--- src/rtl/reorder_buffer_pkg.sv ---
// Shared widths, the free-tag encoding and the ROB entry record used by the reorder buffer.
package reorder_buffer_pkg;

    localparam int ROB_ENTRIES = 8;
    localparam int ROB_IDX_W   = $clog2(ROB_ENTRIES);
    localparam int TAG_W       = ROB_IDX_W + 1;
    localparam int regWidth    = 5;
    localparam int dataWidth   = 32;

    // MSB set marks "no producer"; the register file treats it as an architectural value.
    localparam logic [TAG_W-1:0] TAG_FREE = {1'b1, {ROB_IDX_W{1'b0}}};

    typedef struct packed {
        logic                 valid;
        logic                 ready;
        logic [regWidth-1:0]  rd;
        logic [dataWidth-1:0] data;
    } rob_entry_t;

endpackage

--- src/rtl/rob_ptr.sv ---
// Wrapping index pointer; wraps for free because the entry count is a power of two.
module rob_ptr #(
    parameter int W = 3
) (
    input  logic         clk,
    input  logic         rst,
    input  logic         inc,
    output logic [W-1:0] ptr
);

    always_ff @(posedge clk or posedge rst) begin
        if (rst) begin
            ptr <= '0;
        end else if (inc) begin
            ptr <= ptr + 1'b1;
        end
    end

endmodule

--- src/rtl/reorder_buffer.sv ---
// Circular in-order retirement buffer feeding the register file's ROB write port.
// Define ROB_FWD_EN to build the combinational operand-forwarding lookup.
module reorder_buffer
    import reorder_buffer_pkg::*;
#(
    parameter  int ENTRIES = ROB_ENTRIES,
    localparam int IDX_W   = $clog2(ENTRIES),
    localparam int TAG_W   = IDX_W + 1,
    localparam int REG_W   = regWidth,
    localparam int DATA_W  = dataWidth
) (
    input  logic              clk,
    input  logic              rst,
    input  logic              alloc_valid,
    input  logic [REG_W-1:0]  alloc_rd,
    output logic              alloc_ready,
    output logic [TAG_W-1:0]  alloc_tag,
    input  logic              cdb_valid,
    input  logic [TAG_W-1:0]  cdb_tag,
    input  logic [DATA_W-1:0] cdb_data,
    output logic              commit_en,
    output logic [REG_W-1:0]  commit_rd,
    output logic [DATA_W-1:0] commit_data,
    output logic [TAG_W-1:0]  commit_tag,
    input  logic [TAG_W-1:0]  fwd_tag,
    output logic              fwd_hit,
    output logic [DATA_W-1:0] fwd_data
);

    localparam logic [IDX_W:0]   FULL_COUNT = (IDX_W + 1)'(ENTRIES);
    localparam logic [TAG_W-1:0] FREE_TAG   = {1'b1, {IDX_W{1'b0}}};

    logic [IDX_W-1:0]   head;
    logic [IDX_W-1:0]   tail;
    logic [IDX_W:0]     count_reg;
    logic [IDX_W:0]     count_next;
    logic [ENTRIES-1:0] valid_reg;
    logic [ENTRIES-1:0] valid_next;
    logic [ENTRIES-1:0] ready_reg;
    logic [ENTRIES-1:0] ready_next;
    logic [REG_W-1:0]   rd_mem   [ENTRIES];
    logic [DATA_W-1:0]  data_mem [ENTRIES];

    logic             alloc_fire;
    logic             cdb_fire;
    logic             commit_fire;
    logic [IDX_W-1:0] cdb_idx;
    rob_entry_t       head_entry;

    assign alloc_ready = (count_reg != FULL_COUNT);
    assign alloc_tag   = {1'b0, tail};
    assign alloc_fire  = alloc_valid && alloc_ready;
    assign cdb_idx     = cdb_tag[IDX_W-1:0];

    // The slot being allocated this cycle cannot yet be a CDB target.
    assign cdb_fire = cdb_valid && !cdb_tag[TAG_W-1] && valid_reg[cdb_idx]
                      && !(alloc_fire && (cdb_idx == tail));

    always_comb begin
        head_entry       = '0;
        head_entry.valid = valid_reg[head];
        head_entry.ready = ready_reg[head];
        head_entry.rd    = rd_mem[head];
        head_entry.data  = data_mem[head];
    end

    assign commit_fire = head_entry.valid && head_entry.ready;

    rob_ptr #(.W(IDX_W)) u_head (
        .clk (clk),
        .rst (rst),
        .inc (commit_fire),
        .ptr (head)
    );

    rob_ptr #(.W(IDX_W)) u_tail (
        .clk (clk),
        .rst (rst),
        .inc (alloc_fire),
        .ptr (tail)
    );

    // Later assignments win: retire clears a slot, allocation re-arms it.
    generate
        for (genvar gi = 0; gi < ENTRIES; gi++) begin : g_entry
            always_comb begin
                valid_next[gi] = valid_reg[gi];
                ready_next[gi] = ready_reg[gi];
                if (cdb_fire && (cdb_idx == IDX_W'(gi))) begin
                    ready_next[gi] = 1'b1;
                end
                if (commit_fire && (head == IDX_W'(gi))) begin
                    valid_next[gi] = 1'b0;
                    ready_next[gi] = 1'b0;
                end
                if (alloc_fire && (tail == IDX_W'(gi))) begin
                    valid_next[gi] = 1'b1;
                    ready_next[gi] = 1'b0;
                end
            end
        end
    endgenerate

    always_comb begin
        count_next = count_reg;
        case ({alloc_fire, commit_fire})
            2'b10:   count_next = count_reg + 1'b1;
            2'b01:   count_next = count_reg - 1'b1;
            default: count_next = count_reg;
        endcase
    end

    always_ff @(posedge clk or posedge rst) begin
        if (rst) begin
            valid_reg <= '0;
            ready_reg <= '0;
            count_reg <= '0;
        end else begin
            valid_reg <= valid_next;
            ready_reg <= ready_next;
            count_reg <= count_next;
        end
    end

    // Payload storage carries no reset; valid/ready qualify every read.
    always_ff @(posedge clk) begin
        if (alloc_fire) begin
            rd_mem[tail] <= alloc_rd;
        end
        if (cdb_fire) begin
            data_mem[cdb_idx] <= cdb_data;
        end
    end

    always_ff @(posedge clk or posedge rst) begin
        if (rst) begin
            commit_en   <= 1'b0;
            commit_rd   <= '0;
            commit_data <= '0;
            commit_tag  <= FREE_TAG;
        end else if (commit_fire) begin
            commit_en   <= 1'b1;
            commit_rd   <= head_entry.rd;
            commit_data <= head_entry.data;
            commit_tag  <= {1'b0, head};
        end else begin
            commit_en   <= 1'b0;
        end
    end

`ifdef ROB_FWD_EN
    logic [IDX_W-1:0] fwd_idx;
    assign fwd_idx = fwd_tag[IDX_W-1:0];

    // A result on the CDB this cycle takes priority over the buffered copy.
    always_comb begin
        fwd_hit  = 1'b0;
        fwd_data = '0;
        if (!fwd_tag[TAG_W-1] && valid_reg[fwd_idx]) begin
            if (cdb_valid && (cdb_tag == fwd_tag)) begin
                fwd_hit  = 1'b1;
                fwd_data = cdb_data;
            end else if (ready_reg[fwd_idx]) begin
                fwd_hit  = 1'b1;
                fwd_data = data_mem[fwd_idx];
            end
        end
    end
`else
    logic unused_fwd;
    assign unused_fwd = ^fwd_tag;
    assign fwd_hit    = 1'b0;
    assign fwd_data   = '0;
`endif

endmodule

--- config.mk ---
export PLATFORM = sky130hd
export DESIGN_NAME = reorder_buffer
export DESIGN_NICKNAME = d
export VERILOG_FILES = /design/src/rtl/reorder_buffer_pkg.sv /design/src/rtl/rob_ptr.sv /design/src/rtl/reorder_buffer.sv
export SDC_FILE = /design/constraint.sdc
export NUM_CORES = 1
export LEC_CHECK = 0
export CORE_ASPECT_RATIO = 0.9
export CORE_MARGIN = 2
export CORE_UTILIZATION = 60
export CTS_BUF_LIST = sky130_fd_sc_hd__clkbuf_8
export DETAILED_ROUTE_END_ITERATION = 7
export DONT_BUFFER_PORTS = 1
export PLACE_DENSITY_LB_ADDON = 0.05
export SLEW_MARGIN = 40
export SYNTH_ARGS = -nofsm -noshare
export SYNTH_HDL_FRONTEND = slang
export SYNTH_SLANG_ARGS = --single-unit
--- constraint.sdc ---
create_clock -name clk -period 7.9 [get_ports clk]
set_input_delay 1.58 -clock clk [delete_from_list [all_inputs] [get_ports clk]]
set_output_delay 1.58 -clock clk [all_outputs]
set_load 0.02 [all_outputs]
# Word-level counts from Yosys, hierarchy flattened
# Memories as Yosys holds them, arrays and structs flattened. A register that Yosys moved wholly into a read port is not among the register bits.
# Index checks and enable logic that the tools add are counted.
[word_totals]
regBits = 31
ramBits = 296
word_cells = 158
n_memories = 2
[classes]
n_reduce_logical = 52
mux = 52
add_sub_neg = 4
n_eq_ne = 25
order_cmp = 2
[mem_list]
columns = ["memory", "depth", "word_bits", "read_ports", "rd_ports_with_merged_regs", "wr", "line_no", "source"]
rows = [
  ["data_mem", 8, 32, 1, 1, 1, "reorder_buffer.sv:42", "logic [DATA_W-1:0] data_mem [ENTRIES];"],
  ["rd_mem", 8, 5, 1, 1, 1, "reorder_buffer.sv:41", "logic [REG_W-1:0] rd_mem [ENTRIES];"],
]
[op_table]
columns = ["operator", "count"]
rows = [
  ["two-way mux 1 bit", 48],
  ["== test 3 bit (second input constant)", 12],
  ["logical AND 1 bit", 30],
  ["nonzero test 3 bit", 8],
  ["== test 3 x 2 -> 1 bit (second input constant)", 6],
  ["nonzero test 2 bit", 9],
  ["binary-select mux 1 bit (select 3 bit)", 3],
  ["== test 3 x 1 -> 1 bit (second input constant)", 3],
  ["zero test 3 bit", 3],
  ["< comparator 3 x 4 -> 1 bit (second input constant)", 2],
  ["case mux 4 bit (2 select lines)", 1],
  ["adder 3 x 1 -> 3 bit (second input constant)", 2],
  ["adder 4 x 1 -> 4 bit (second input constant)", 1],
  ["!= test 4 bit (second input constant)", 1],
  ["subtractor 4 x 1 -> 4 bit (second input constant)", 1],
  ["== test 3 bit", 1],
  ["== test 2 x 1 -> 1 bit (second input constant)", 1],
  ["== test 2 bit (second input constant)", 1],
  ["zero test 1 bit", 2],
]

# Logic depth before layout (Yosys ltp)
[logic_depth]
ltp_word = 9
ltp_mapped = 12
ltp_nobuf = 10

# Hierarchy
# From an unflattened synthesis, not the netlist that was laid out.
[unflattened]
cells_unflattened = 717
area_unflattened_um2 = 14682.8
[modules_own_cells]
columns = ["module", "n_inst", "cells_each", "area_each_um2"]
rows = [
  ["reorder_buffer", 1, 699, 14427.6],
  ["rob_ptr", 2, 9, 127.6],
]

# Least setup slack after synthesis
# Ideal clock, no wire load.
[synth_path]
path_type = "input -> register"
start = "input cdb_tag[2]"
end = "memory data_mem[0][0] (netlist bit) (enable)"
arrival_ns = 2.884
path_slack_ns = 4.629
setup_ns = 0.387
stages = 5
path_cell_list = "clkbuf_1 -> xnor2_1 -> nand3_1 -> o2111ai_1 -> inv_1"
[synth_between]
elab_chain_len = 6
elab_cells_between_ends = 9
[synth_rtl]
columns = ["element", "line_no", "source"]
rows = [
  ["start, declared", "reorder_buffer.sv:19", "input logic [TAG_W-1:0] cdb_tag,"],
  ["binary-select mux 1 bit (select 3 bit) / == test 3 bit (equally long branches)", "reorder_buffer.sv:56, reorder_buffer.sv:57", ""],
  ["two-way mux 1 bit (implied by the code) / logical AND 1 bit (equally long branches)", "reorder_buffer.sv:56, reorder_buffer.sv:57", ""],
  ["logical AND 1 bit / zero test 1 bit (equally long branches)", "reorder_buffer.sv:56, reorder_buffer.sv:57", ""],
  ["logical AND 1 bit", "reorder_buffer.sv:57", "&& !(alloc_fire && (cdb_idx == tail));"],
  ["two-way mux 1 bit", "reorder_buffer.sv:130", "if (cdb_fire) begin"],
  ["two-way mux 1 bit (implied by the code)", "reorder_buffer.sv:131", "data_mem[cdb_idx] <= cdb_data;"],
  ["end, declared", "reorder_buffer.sv:42", ""],
]
# Several ways; a longest one is shown, not always the timed one. The select of a mux whose other input is x is not followed.

# Final worst setup path
[layout_path]
start = "register u_head.ptr[1]"
end = "register count_reg[2]"
[layout_between]
elab_chain_len = 5
elab_cells_between_ends = 9
[layout_rtl]
columns = ["element", "line_no", "source"]
rows = [
  ["start, declared", "rob_ptr.sv:8", "output logic [W-1:0] ptr"],
  ["start signal, assigned", "rob_ptr.sv:15", "ptr <= ptr + 1'b1;"],
  ["binary-select mux 1 bit (select 3 bit), on equally long branches", "reorder_buffer.sv:61, reorder_buffer.sv:62", ""],
  ["two-way mux 1 bit, on equally long branches", "reorder_buffer.sv:61, reorder_buffer.sv:62", ""],
  ["logical AND 1 bit (*)", "reorder_buffer.sv:67", "assign commit_fire = head_entry.valid && head_entry.ready;"],
  ["== test 2 x 1 -> 1 bit / == test 2 bit (equally long branches)", "reorder_buffer.sv:106", "case ({alloc_fire, commit_fire})"],
  ["case mux 4 bit (2 select lines) / nonzero test 2 bit (equally long branches)", "-", ""],
  ["end signal, assigned", "reorder_buffer.sv:121", "count_reg <= count_next;"],
  ["end, declared", "reorder_buffer.sv:35", "logic [IDX_W:0] count_reg;"],
]
# Mark *: on every way between the ends. The rest lies on a longest branch, timed or not. The select of a mux whose other input is x is not followed.
# A chain may end at the register's enable or synchronous reset.

==> results.yml <==
yosys:
  synth_top_family_by_area: "multiplexers"
  synth_cells: 814
  syn_area_per_cell_um2: 18.0
  synth-simple-area-share: 0.0528
  synth-main-ff-cell: "edfxtp_1"
  synth_edf_count: 296
  synth_adder_area_share: 0.0128
  async_reset_ff_frac: 0.187
  ys_types: 40
  ys_seq_elements: 364
  ys_warn_count: 0
  yosysSeqAreaShare: 0.724
  muxShareOfSynthArea: 0.152
  synth_compound_area_frac: 0.0170
  syn_area_mm2: 0.0146
  synth_xor_area_frac: 0.00599
global_route:
  grt_pass1_vias: 7834
  grt_max_degree: 71
  grt_first_pass_wirelength_mm: 44.0
  grt_antenna_before_repair: 0
  track_usage: 0.229
  gr-total-overflow: 0
cells_and_area:
  fillers: 1638
  largest_register_ffs: 256
  final_util: 0.659
  drive_above_1_share: 0.236
  largestRegisters: "data_mem (256), rd_mem (40), commit_data (32)"
  regMostFlops: "data_mem"
  num-nets-final: 908
  final_cell_mix: "296 x edfxtp_1, 128 x nand2_1, 77 x mux4_2, 64 x clkbuf_8, 64 x dfrtp_1"
  synthToLayoutAreaGrowth_pct: 8.65
  layout_commonest_cell: "edfxtp_1"
  antenna_cells: 0
sta:
  setup_slack_ns: 4.54
  fmax_mhz: 297
  tns_ns: 0
  slew-limit-headroom: 0.466
  slew_viol_final: 0
  worst_slew_pin_slew_ns: 0.801
  finalHoldViolations: 0
  fin_crit_sh: 0.426
  setup_viol: 0
  fin_crit_ns: 3.36
  rsz0062_at_grt: "false"
  skew_ns: 0.0169
routing:
  firstDrtPassIters: 5
  drc: 0
  ant_nets: 0
  wl_per_cell_um: 23.7
  via_count: 7166
  dr.first_iter.drc_count: 607
  wl_mm: 28.4
  via_per_inst: 5.98
power_and_ir_drop:
  power.total_mw: 5.46
  p_int_mw: 3.72
  p_per_area_mw_per_mm2: 343
  p_clk_frac: 0.261
  power_leakage_nw: 5.70
  irDropWorstVdd_uv: 187
  pwr-share-seq: 0.483
  switchingPower_mw: 1.75
  p_sw_frac: 0.320
  power_frac_comb: 0.256
cts:
  clockBufferDepth: 3
  clk_latency_ns: 0.58
  post_cts_buffers: 0
  htreeDepth: 2
  cts_sinks: 364
  clk_pin_slew_ns: 0.07
  cts_hold_buf: 0
  tritoncts: "built"
  cts_inserted_buffers: 56
  clockRootBuffer: "clkbuf_8"
  postCtsResizedCells: 0
run_status:
  status: "finished, final reports clean"
job:
  max_cap_viol_count: 0
setup_path:
  crit_start: "u_head.ptr[1]"
  rrSetupSlack_ns: 4.54
  cp-endpoint: "count_reg[2]"
  r2r-end: "count_reg[2]"
  worstPathRequired_ns: 8.41
  worstSetupEndpointType: "flip-flop"
  cp-start-kind: "flip-flop"
  timing.rr.start: "u_head.ptr[1]"
  crit_arrival_ns: 3.87
  criticalPathCategory: "flip-flop to flip-flop"
  critPathMaxFanout: 46
  rr_worst_depth: 9
die:
  coreArea_mm2: 0.0241
  dieHeight_um: 152
  start_util: 0.607
  die_w_um: 169
  die_area_mm2: 0.0257
  placementRows: 54
  ios: 129
min_path:
  min_path_type: "flip-flop to flip-flop"
placed_design:
  dp_hpwl_mm: 15.0
  globalplace.congestion: 0.848
  pre_cts_ws_ns: 4.22
  port_buffers: 0
==> worst min path at each step <==
stage                            start      endpoint  slack (ns)  cells past startpoint
after floorplan           count_reg[3]  count_reg[3]        0.43                      1
after global placement    count_reg[3]  count_reg[3]        0.45                      1
after detailed placement  count_reg[3]  count_reg[3]        0.45                      1
after CTS                 count_reg[3]  count_reg[3]        0.46                      1
after global routing      count_reg[3]  count_reg[3]        0.49                      1
final                     count_reg[3]  count_reg[3]        0.46                      1
==> stage by stage <==
step	instances	area, um2	hold WS [ns]
3_3_place_gp	1093	14800	0.448
3_5_place_dp	1093	14800	0.450
2_1_floorplan	847	14800	0.433
5_1_grt	1199	15900	0.486
6_report	1199	15900	0.461
4_1_cts	1198	15900	0.461
==> area by class of cell <==
class                      count  area [um2]  share of cell area
multi-input combinational    388        3660               0.230
sequential                   364       10600               0.667
tap                          308         385              0.0242
timing repair buffer           8        83.8             0.00527
inverter                      26         121             0.00763
clock buffer                  64         881              0.0554
clock inverter                41         163              0.0102
==> routing by layer <==
metal,share of wire,global-route usage
met3,0.079,0.0595
met5,0,0
met2,0.49,0.381
met1,0.41,0.307
met4,0.017,0.0591
==> Yosys cell counts, drive strengths merged (8+ instances only) <==
cell,count,share of area
edfxtp,296,0.61
nand2,128,0.033
mux4,77,0.12
dfrtp,67,0.11
buf,49,0.024
mux2,41,0.032
inv,26,0.0067
clkbuf,20,0.0051
ha,15,0.013
o21ai,14,0.0048
nor2,9,0.0023
a222oi,8,0.0055
==> kinds of logic (layout without fill, tap and decap cells) <==
group,after synthesis,in the layout
DFF,364,364
other,1,34
and+or+nand+nor,176,176
AOI/OAI and AO/OA,34,34
muxes,119,119
adders and majority gates,15,15
xor gates and xnor gates,10,10
buffers and inverters,95,139
==> power groups by stage <==
stage | clock (mW) | combinational [mW] | sequential, mW
6_report | 1.43 | 1.40 | 2.64
5_1_grt | 1.53 | 1.54 | 2.67
4_1_cts | 1.46 | 1.37 | 2.68
3_5_place_dp | 0 | 1.37 | 2.71
3_3_place_gp | 0 | 1.31 | 2.70
2_1_floorplan | 0 | 1.16 | 2.58
==> critical path: stages (launching register included) <==
cell and delay [ns]:
dfrtp_2 0.42, inv_4 0.47, mux4_2 0.72, mux2i_4 0.21, buf_4 0.59, ha_1 0.32
a21oi_1 0.09, xor2_1 0.16, nor2_1 0.15, xor2_1 0.15
Note: power is estimated with default switching activity, not from simulation.
